$ cat src/rtl/downsampled_moving_avg.sv
// Boxcar average over the last 2**LOG2_LEN accepted samples of a decimated stream.
// One averaged sample (with a one-cycle ce_out strobe) is produced per accepted input,
// two clock edges after its ce_in strobe.
module downsampled_moving_avg #(
   parameter int DATA_WIDTH = 12,
   parameter int LOG2_LEN   = 3
) (
   input  logic                         clk,
   input  logic                         reset,
   input  logic                         ce_in,
   input  logic                         flush,
   input  logic signed [DATA_WIDTH-1:0] data_in,
   output logic signed [DATA_WIDTH-1:0] data_out,
   output logic                         ce_out,
   output logic                         filled
);

   localparam int N  = 1 << LOG2_LEN;
   localparam int SW = DATA_WIDTH + LOG2_LEN;   // N full-scale samples cannot overflow this

   logic [N-1:0][DATA_WIDTH-1:0] win_q;         // circular window, zero = empty slot
   logic [LOG2_LEN-1:0]          wr_ptr;
   logic [LOG2_LEN:0]            fill_cnt;      // saturates at N
   logic signed [SW-1:0]         sum_q;
   logic signed [SW-1:0]         sum_nxt;
   logic signed [DATA_WIDTH-1:0] oldest;
   logic                         accept;
   logic                         pend;          // accepted last edge, output due this edge

   // A strobe coinciding with flush is dropped.
   assign accept = ce_in & ~flush;
   assign oldest = win_q[wr_ptr];

   // Running sum: add the newcomer, drop the sample it overwrites.
   always_comb begin
      sum_nxt = sum_q + SW'(data_in) - SW'(oldest);
   end

   // Window storage, running sum, write pointer and fill count.
   always_ff @(posedge clk) begin
      if (!reset || flush) begin
         win_q    <= '0;
         sum_q    <= '0;
         wr_ptr   <= '0;
         fill_cnt <= '0;
      end else if (accept) begin
         win_q[wr_ptr] <= data_in;
         sum_q         <= sum_nxt;
         wr_ptr        <= wr_ptr + 1'b1;
         if (fill_cnt != (LOG2_LEN+1)'(N))
            fill_cnt <= fill_cnt + 1'b1;
      end
   end

   // Pending-output flag; a flush cycle still lets the previous accept fire.
   always_ff @(posedge clk) begin
      if (!reset)
         pend <= 1'b0;
      else
         pend <= accept;
   end

   // Output stage: scale the sum by 1/N (floor) one edge after the accept.
   always_ff @(posedge clk) begin
      if (!reset) begin
         data_out <= '0;
         ce_out   <= 1'b0;
         filled   <= 1'b0;
      end else begin
         ce_out <= pend;
         if (pend)
            data_out <= DATA_WIDTH'(sum_q >>> LOG2_LEN);
         if (flush)
            filled <= 1'b0;
         else if (pend)
            filled <= (fill_cnt == (LOG2_LEN+1)'(N));
      end
   end

endmodule

$ cat config.mk
export PLATFORM = sky130hd
export DESIGN_NAME = downsampled_moving_avg
export DESIGN_NICKNAME = d
export VERILOG_FILES = /design/src/rtl/downsampled_moving_avg.sv
export SDC_FILE = /design/constraint.sdc
export NUM_CORES = 1
export LEC_CHECK = 0
export CORE_MARGIN = 1
export CORE_UTILIZATION = 30
export DETAILED_ROUTE_END_ITERATION = 7
export GPL_TIMING_DRIVEN = 1
export PLACE_DENSITY = 0.47
export SYNTH_ARGS = -nofsm -noshare
export SYNTH_HDL_FRONTEND = slang
export SYNTH_SLANG_ARGS = --single-unit
$ cat constraint.sdc
create_clock -name clk -period 4.69 [get_ports clk]
set_clock_uncertainty 0.05 [all_clocks]
set_input_delay 0.7035 -clock clk [delete_from_list [all_inputs] [get_ports clk]]
set_output_delay 0.7035 -clock clk [all_outputs]
set_load 0.005 [all_outputs]
==> results_dict.tcl <==
set metrics [dict create \
    cts_tree "yes" \
    finalCritPeriodShare_pct 85.36 \
    synth_compound_area_share_pct 10.99 \
    synthAdderAreaFrac_pct 7.699 \
    insertion_delay_ns 0.42 \
    clkTransAtPathRegs_ns 0.06 \
    yosysTopAreaCell "dfxtp_1" \
    cp_common_cell "a21oi_2" \
    startpoint_type "flop" \
    vias 5138 \
    path_class "flop to flop" \
    htree_levels 4 \
    grt_max_degree 66 \
    wl_um 17360 \
    synth_warnings 0 \
    switchingPower_uw 776.2 \
    r2r_start "wr_ptr[0]" \
    die-width_um 151.8 \
    synth_area_leaders "dfxtp_1 40%, mux4_2 8.0%, mux2i_1 6.8%, nand2_1 6.1%, a21oi_1 5.8%" \
    crit_slowest_cell "dfxtp_2" \
    drt_iter0_drc 276 \
    n_antenna_cell 0 \
    post_cts_buffers 0 \
    place.detailed.hpwl_um 11810 \
    leakage_uw 0.002896 \
    synthMuxAreaShare_pct 16.72 \
    hold_class "flop to flop" \
    clkPwrFrac_pct 47.7 \
    irDropWorstVdd_mv 0.2186 \
    period_needed_ns 4.003 \
    clockBufferDepth 2 \
    holdWs_ns 0.4032 \
    r2r-end "sum_q[13]" \
    holdBufCountCts 0 \
    die-area_um2 23030 \
    seq_power_share_pct 38.8 \
    final.setup.worst_slack_ns 0.6867 \
    relSlewSlack_pct 46.66 \
    min_to "win_q[54]" \
    tightest_slew_ns 0.7990 \
    antenna_found_initial 0 \
    outcome "finished clean" \
    rows 54 \
    dr.pass1.iters 4 \
    core_um2 21890 \
    fin_tns_setup_ns 0 \
    drtAntennaViolNets 0 \
    hold_viol_final 0 \
    cts_sinks 133 \
    worst_setup_path_end_kind "flop" \
    slew_viol_final 0 \
    pre_cts_ws_ns 0.6429 \
    whs_path_depth 2 \
    grt_overflow_total 0 \
    power_density_nw_per_um2 378.2 \
    p_comb_share_pct 13.5 \
    max_cap_violations 0 \
    yosys.area.top_type_share_pct 39.58 \
    worstPathCellList "buf_4 -> mux4_2 -> mux2_2 -> fa_1 -> inv_1 -> ha_1 -> a21o_1 -> a21oi_2 -> a21oi_2 -> o2111ai_1 -> a311oi_1 -> a2111oi_2" \
    start_util_pct 30.73 \
    synth_top_flop_cell "dfxtp_1" \
    yosysSeqAreaShare_pct 39.58 \
    grt_pass1_wl_um 28360 \
    rrSetupSlack_ns 0.69 \
    reg2reg_depth 12 \
    design.portCount 30 \
    layout-drive-gt1-share_pct 12.98 \
    rsz0062_at_grt "no" \
    place_congestion 0.7739 \
    syn-num-nets 794 \
    ys_async_sr_fraction_pct 0 \
    yosys.cell_types.count 62 \
    synth-edff-count 0 \
    synth.most_common_cell "dfxtp_1" \
    routed_via_density 4.856 \
    fmax_ghz 0.2498 \
    cts_resized 0 \
    synth-simple-area-share_pct 16.89 \
    synth_seq_cells 133 \
    area_delta_synth_final_pct 18.23 \
    synth_top_family_by_area "simple AND/OR/NAND/NOR gates" \
    slowest_delay_ns 0.68 \
    fin_nets 815 \
    synth.top_cells.by_count "133 x dfxtp_1, 109 x nand2_1, 99 x nor2_1, 78 x a21oi_1, 57 x inv_1" \
    layout.cells.non_filler 1058 \
    drc 0 \
    grt_pass1_vias 5004 \
    synth.cell_area_um2 6728 \
    numPortBuffers 29 \
    intPower_uw 2232 \
    fill_cells 2279 \
    grt_use_total_pct 16.56 \
    cts_made_buffers 17 \
    finalSetupViolCount 0 \
    die_y_um 151.8 \
    synth_xor_xnor_area_share_pct 1.692 \
    fin_util_pct 36.33 \
    post_drt_wl_per_cell_um 16.40 \
    place_inst 1027 \
    p_sw_share_pct 25.81 \
    critPathRequiredTime_ns 4.95 \
    critPathArrivalTime_ns 4.27 \
    syn_inst 745 \
    crit_fanout 15 \
    root_buffer "clkbuf_16" \
    worstHoldStart "win_q[54]" \
    synth_area_per_cell_um2 9.030 \
]
-- state kept, by name (all words and copies together), names as in the netlist --
| register | count |
|---|---|
| ce_out | 1 |
| data_out | 12 |
| fill_cnt | 4 |
| filled | 1 |
| pend | 1 |
| sum_q | 15 |
| win_q | 96 |
| wr_ptr | 3 |
-- logic make-up after synthesis --
group,Yosys count
flops,133
fa+ha+maj,33
xor+xnor,13
compound gates,120
buf+inv,105
simple gates,260
mux,81
-- metrics by stage --
| stage | instance area (um^2) | power [uW] |
|---|---|---|
| 2_1_floorplan | 6728 | 1491 |
| 3_3_place_gp | 7325 | 1603 |
| 3_5_place_dp | 7325 | 1598 |
| 4_1_cts | 7954 | 3048 |
| 5_1_grt | 7954 | 3150 |
| 6_report | 7954 | 3008 |
-- worst max path at each step --
stage,depth (start not counted),slack (ns),startpoint,end
after floorplan,13,0.91,wr_ptr[0],sum_q[10]
after global placement,12,0.66,wr_ptr[0],sum_q[13]
after detailed placement,11,0.64,wr_ptr[0],sum_q[13]
after CTS,12,0.63,wr_ptr[0],sum_q[13]
after global routing,12,0.40,wr_ptr[0],sum_q[13]
final,12,0.69,wr_ptr[0],sum_q[13]
-- placed cells by master (no fill, tap or decap), types with 4 or more instances in the layout --
cell type,count
nor2_1,99
clkbuf_16,17
fa_1,14
nor2b_1,16
nor3_1,7
nand2_1,109
mux4_2,24
xor2_1,6
dfxtp_1,132
inv_1,57
mux2_2,11
o21a_1,4
ha_1,19
nand4_1,5
xnor2_1,7
a21oi_1,78
clkdlybuf4s50_1,29
mux2i_1,46
a21o_1,4
bufinv_16,4
o21ai_0,5
a211oi_1,4
nand3_1,6
buf_4,19
-- cell type report --
class                      count  area [um^2]  share of cell area (%)
timing repair buffer          49        452.9                   5.695
clock buffer                  20        456.7                   5.742
sequential                   133         2664                   33.49
inverter                      58        217.7                   2.737
multi-input combinational    507         3640                   45.76
tap                          280        350.3                   4.405
clock inverter                11        172.7                   2.171
-- metal layers --
metal  vias to the layer above  GRT usage [%]  share of wire (%)  wire (um)
li1                       2557              -                  -          -
met1                      2466          23.31                 51       8795
met2                        97          25.07                 43       7535
met3                        18          3.024                4.0        698
met4                         0          6.089                1.9        325
met5                         -              0                  0          0
-- power groups by stage --
stage / clock network, uW / registers (uW) / logic [uW]
after floorplan: 0 / 1180 / 312
after global placement: 0 / 1190 / 411
after detailed placement: 0 / 1190 / 406
after CTS: 1470 / 1170 / 409
after global routing: 1520 / 1170 / 458
final: 1440 / 1170 / 406
-- worst max-delay path: cells and delay by family (launching register included) --
family	cells	cell delay [ns]
AOI/OAI and AO/OA	6	1.16
muxes	2	0.82
adders and majority gates	2	0.82
DFF	1	0.68
buffers and inverters	2	0.35
Note: power is estimated with default switching activity, not from simulation.
